### src/rtl/serial_addsub_pkg.sv
// Shared types for the serial add/subtract datapath.
// No logic; state encoding only.
// No flow control.
package serial_addsub_pkg;

    typedef enum logic [1:0] {
        ST_IDLE = 2'd0,
        ST_RUN  = 2'd1,
        ST_DONE = 2'd2
    } state_e;

endpackage

### src/rtl/digit_adder.sv
// DIGIT-bit ripple adder built from full_adder1b cells.
// Combinational, zero cycles.
// No flow control; also exposes the carry into the top cell.
module digit_adder #(
    parameter int DIGIT = 1
) (
    input  logic [DIGIT-1:0] a,
    input  logic [DIGIT-1:0] b,
    input  logic             ci,
    output logic [DIGIT-1:0] sum,
    output logic             co,
    output logic             c_top
);

    // Carries live in per-cell nets so the chain is never one self-dependent vector.
    for (genvar i = 0; i < DIGIT; i++) begin : g_fa
        logic cin_i;
        logic cout_i;
        if (i == 0) begin : g_first
            assign cin_i = ci;
        end else begin : g_next
            assign cin_i = g_fa[i-1].cout_i;
        end
        full_adder1b u_fa (
            .a    (a[i]),
            .b    (b[i]),
            .cin  (cin_i),
            .sum  (sum[i]),
            .cout (cout_i)
        );
    end

    assign co    = g_fa[DIGIT-1].cout_i;
    assign c_top = g_fa[DIGIT-1].cin_i;

endmodule

### src/rtl/full_adder1b.sv
// One-bit full adder cell.
// Combinational, zero cycles.
// No flow control.
module full_adder1b (
    input  logic a,
    input  logic b,
    input  logic cin,
    output logic sum,
    output logic cout
);

    assign sum  = a ^ b ^ cin;
    assign cout = (a & b) | (cin & (a ^ b));

endmodule

### src/rtl/serial_addsub.sv
// Serial add/subtract, DIGIT bits per cycle LSB first, WIDTH/DIGIT steps.
// Latency: done pulses STEPS+1 cycles after start is accepted.
// start is ignored while busy; results hold until the next done.
module serial_addsub
    import serial_addsub_pkg::*;
#(
    parameter int WIDTH = 8,
    parameter int DIGIT = 1
) (
    input  logic             clk,
    input  logic             rst_n,
    input  logic             start,
    input  logic             SUB,
    input  logic [WIDTH-1:0] A,
    input  logic [WIDTH-1:0] B,
    input  logic             Cin,
    output logic             busy,
    output logic             done,
    output logic [WIDTH-1:0] S,
    output logic             Cout,
    output logic             OVF
);

    localparam int STEPS = WIDTH / DIGIT;
    localparam int SW    = (STEPS > 1) ? $clog2(STEPS) : 1;

    if ((WIDTH % DIGIT) != 0 || WIDTH < 2) begin : g_param_check
        $error("serial_addsub: WIDTH must be >= 2 and a multiple of DIGIT");
    end

    state_e              state;
    logic [WIDTH-1:0]    a_sh;
    logic [WIDTH-1:0]    b_sh;
    logic [WIDTH-1:0]    s_sh;
    logic                carry;
    logic [SW-1:0]       step;

    logic [DIGIT-1:0]        sum_dig;
    logic                    co_dig;
    logic                    c_top;
    logic [WIDTH+DIGIT-1:0]  s_cat;
    logic [WIDTH-1:0]        s_next;
    logic                    last_step;

    digit_adder #(.DIGIT(DIGIT)) u_digit (
        .a     (a_sh[DIGIT-1:0]),
        .b     (b_sh[DIGIT-1:0]),
        .ci    (carry),
        .sum   (sum_dig),
        .co    (co_dig),
        .c_top (c_top)
    );

    // New digit enters at the top; after STEPS shifts the LSB digit sits at bit 0.
    assign s_cat     = {sum_dig, s_sh};
    assign s_next    = s_cat[WIDTH+DIGIT-1:DIGIT];
    assign last_step = (step == SW'(STEPS - 1));

    always_ff @(posedge clk or negedge rst_n) begin
        if (!rst_n) begin
            state <= ST_IDLE;
            a_sh  <= '0;
            b_sh  <= '0;
            s_sh  <= '0;
            carry <= 1'b0;
            step  <= '0;
            busy  <= 1'b0;
            done  <= 1'b0;
            S     <= '0;
            Cout  <= 1'b0;
            OVF   <= 1'b0;
        end else begin
            case (state)
                ST_IDLE, ST_DONE: begin
                    done <= 1'b0;
                    if (start) begin
                        // Subtract is A + ~B + 1, so Cout reads as "no borrow".
                        a_sh  <= A;
                        b_sh  <= SUB ? ~B : B;
                        carry <= SUB ? 1'b1 : Cin;
                        step  <= '0;
                        state <= ST_RUN;
                        busy  <= 1'b1;
                    end else begin
                        state <= ST_IDLE;
                        busy  <= 1'b0;
                    end
                end
                ST_RUN: begin
                    a_sh  <= a_sh >> DIGIT;
                    b_sh  <= b_sh >> DIGIT;
                    s_sh  <= s_next;
                    carry <= co_dig;
                    step  <= step + SW'(1);
                    if (last_step) begin
                        state <= ST_DONE;
                        busy  <= 1'b0;
                        done  <= 1'b1;
                        S     <= s_next;
                        Cout  <= co_dig;
                        OVF   <= co_dig ^ c_top;
                    end
                end
                default: begin
                    state <= ST_IDLE;
                    busy  <= 1'b0;
                    done  <= 1'b0;
                end
            endcase
        end
    end

endmodule

### config.mk
export PLATFORM = sky130hd
export DESIGN_NAME = serial_addsub
export DESIGN_NICKNAME = d
export VERILOG_FILES = /design/src/rtl/serial_addsub_pkg.sv /design/src/rtl/digit_adder.sv /design/src/rtl/full_adder1b.sv /design/src/rtl/serial_addsub.sv
export SDC_FILE = /design/constraint.sdc
export NUM_CORES = 1
export LEC_CHECK = 0
export ABC_CLOCK_PERIOD_IN_PS = 4700
export CAP_MARGIN = 10
export CORE_MARGIN = 4
export CORE_UTILIZATION = 54
export CTS_CLUSTER_SIZE = 25
export DETAILED_ROUTE_END_ITERATION = 10
export PLACE_DENSITY = 0.83
export SYNTH_ARGS = -nofsm -noshare
export SYNTH_HDL_FRONTEND = slang
export SYNTH_SLANG_ARGS = --single-unit
### constraint.sdc
create_clock -name clk -period 4.7 [get_ports clk]
set_input_delay 0.94 -clock clk [delete_from_list [all_inputs] [get_ports clk]]
set_output_delay 0.94 -clock clk [all_outputs]
set_load 0.02 [all_outputs]
==> out/results.ini <==
[floorplan]
design.die.area_sq_mm = 0.00416
initial_core_util = 0.565
dieHeight_um = 64.5
core_sq_mm = 0.00305
ios = 33
die_x_um = 64.5
rows = 20

[timing]
min_period_ns = 2.31
fmax_mhz = 434
relSlewSlack = 0.438
drv_slew = 0
worst_pin_slew_ns = 0.843
fin_tns_setup_ns = 0
fin_skew_ns = 0.00330
rsz0062_at_grt = false
finalHoldViolations = 0
finalCritPeriodShare = 0.491
final-setup-viol-count = 0

[synthesis]
ys_ff_latch = 40
netlist_top_cells_area = dfrtp_1 (58%), mux2_2 (10%), a221o_1 (4.6%)
synth_async_sr_flop_share = 1.00
synth_area_per_cell_sq_um = 12.9
synth_cell_types = 23
yosysSeqAreaShare = 0.580
synth_top_area_cell = dfrtp_1
syn_inst = 134
ys.flop_type = dfrtp_1
synth_top_area_frac = 0.580
synth_edf_count = 0
syn_area_sq_mm = 0.00173
synth.top_cells.by_count = dfrtp_1 (40), mux2_2 (16), nor2_1 (9)
yosys_warnings = 0
synth.most_common_cell = dfrtp_1
syn_nets = 158

[detailed_routing]
first_pass_iters = 4
vias = 1155
ant_nets = 0
routed_wl_um = 3000
drcViolationCount = 0
wl_per_cell_um = 14.4
drt_iter0_drc = 58
vias_per_cell = 5.55

[global_route]
grtUsageMet1 = 0.193
grt_use_met3 = 0.0451
antenna_found_initial = 0
grt_max_degree = 41
use_met2 = 0.274
grt_pass1_vias = 1222
grt.total_usage = 0.165
grt_pass1_wl_um = 5240
busiest_layer = met2
grt_overflow = 0

[cells_and_area]
syn_to_final_growth_pct = 22.7
instances_no_fill = 208
seq_area_sq_mm = 0.00100
n_fill_cell = 236
layout-drive-gt1-share = 0.159
nets = 187
multiInputGateArea_sq_um = 643
diodes = 0

[clocking]
cts_made_buffers = 5
clock_sinks = 40
clk_pin_slew_worst_paths_ns = 0.11
root_buffer = clkbuf_4
cts-resized-gates = 0
postCtsSetupBuffers = 0
cts_tree = done
clk_latency_ns = 0.35
cts-htree-levels = 2
clockBufferDepth = 2
hold_buffers = 0

[job]
max_cap_violations = 0

[placement]
place_inst = 200
hpwl_um = 2120
gp_congestion = 0.765
io_buffers = 32

[critical_path]
crit_fanout = 4
max_stage_delay_ns = 0.62
worstPathCellList = clkdlybuf4s50_1
crit_path_start_kind = flip-flop
critical_path_class = reg2out
crit_family = buffers and inverters
crit_path_end_kind = primary output
crit_buf_inv = 1
crit_slowest_cell = clkdlybuf4s50_1
cp.arrival_ns = 1.37
critPathRequiredTime_ns = 3.76

[min_path]
hold_class = reg2reg

[power_and_ir_drop]
p_leak_nw = 0.936
p_per_area_mw_per_mm2 = 677
vdd_drop_max_mv = 0.283

[outcome]
status = complete, no violations

-- cell type report --
class                   instances  area share
clock buffers                   7      0.0307
clock inverters                 1      0.0142
inverters                       2     0.00355
multi-input cells              82       0.304
flip-flops and latches         40       0.473
well taps                      44      0.0260
repair buffers                 32       0.149
-- report_power, final --
part	leakage [nW]	switching [mW]	internal (mW)	total [mW]
clock	0.0515	0.109	0.141	0.250
sequential	0.494	0.0994	0.508	0.607
combinational	0.391	0.274	0.303	0.577
total	0.936	0.483	0.952	1.43
-- registers in the layout, summed over array words and instances, names as in the netlist --
| name | flops |
|---|---|
| Cout | 1 |
| OVF | 1 |
| S | 8 |
| a_sh | 8 |
| b_sh | 8 |
| busy | 1 |
| carry | 1 |
| s_sh | 7 |
| state | 2 |
| step | 3 |
-- cell families (layout without fill, tap and decap cells) --
| group | Yosys count | in the layout | share of synthesized area |
|---|---|---|---|
| flops | 40 | 40 | 0.580 |
| fa+ha+maj | 3 | 3 | 0.0261 |
| compound gates | 23 | 23 | 0.110 |
| mux | 16 | 16 | 0.104 |
| simple gates | 31 | 31 | 0.0863 |
| xor+xnor | 9 | 9 | 0.0457 |
| buf+inv | 12 | 42 | 0.0471 |
-- path summary, 6_finish.rpt --
check                                      from                   to  slack, ns  cells after the start
setup / recovery           state[1]$_DFFE_PN0P_                 done       2.39                      1
hold / removal                  OVF$_DFFE_PN0P_      OVF$_DFFE_PN0P_       0.50                      2
setup reg to reg            step[0]$_DFFE_PN0P_     S[6]$_DFFE_PN0P_       2.95                      4
hold reg to reg                 OVF$_DFFE_PN0P_      OVF$_DFFE_PN0P_       0.50                      2
max in group asynchronous                 rst_n  a_sh[6]$_DFFE_PN0P_       3.50                      1
min in group asynchronous                 rst_n     S[5]$_DFFE_PN0P_       0.68                      1
-- per-stage QoR --
stage	utilization	setup slack [ns]	power (mW)	hold WS (ns)	instance area [sq um]
floorplan	-	2.91	1.03	0.462	1730
global placement	0.662	2.13	1.17	0.470	2020
detailed placement	0.662	2.05	1.20	0.477	2020
CTS	0.693	2.38	1.45	0.503	2120
global route	0.693	2.33	1.54	0.528	2120
finish	0.693	2.39	1.43	0.496	2120
-- per-layer routing --
metal / part of all wire / wire (um) / vias up
li1: - / - / 536
met1: 0.42 / 1260 / 568
met2: 0.49 / 1480 / 44
met3: 0.065 / 196 / 7
met4: 0.020 / 59 / 0
met5: 0 / 0 / -
-- layout by cell type, fill, tap and decap left out --
cell type and n:
nor2_4 1, a22oi_1 7, bufinv_16 1, dfrtp_1 40, ha_1 2, xnor2_1 8, and2b_1 1, clkdlybuf4s50_1 31
xor2_1 1, fa_1 1, mux2_2 16, nand3b_1 1, inv_1 2, o21ai_0 3, a22o_1 4, nor2_1 9
buf_2 1, o31ai_1 1, nor2b_1 1, clkbuf_4 5, clkbuf_8 2, a221o_1 8, nand3_1 8, nand2b_1 2
nand2_1 8
-- worst min-delay path: cells and delay by family (launching register included) --
kind,cells,cell delay [ns]
DFF,1,0.36
and+or+nand+nor,1,0.05
AOI/OAI and AO/OA,1,0.06
No activity file was read; power rests on OpenSTA's default activity.
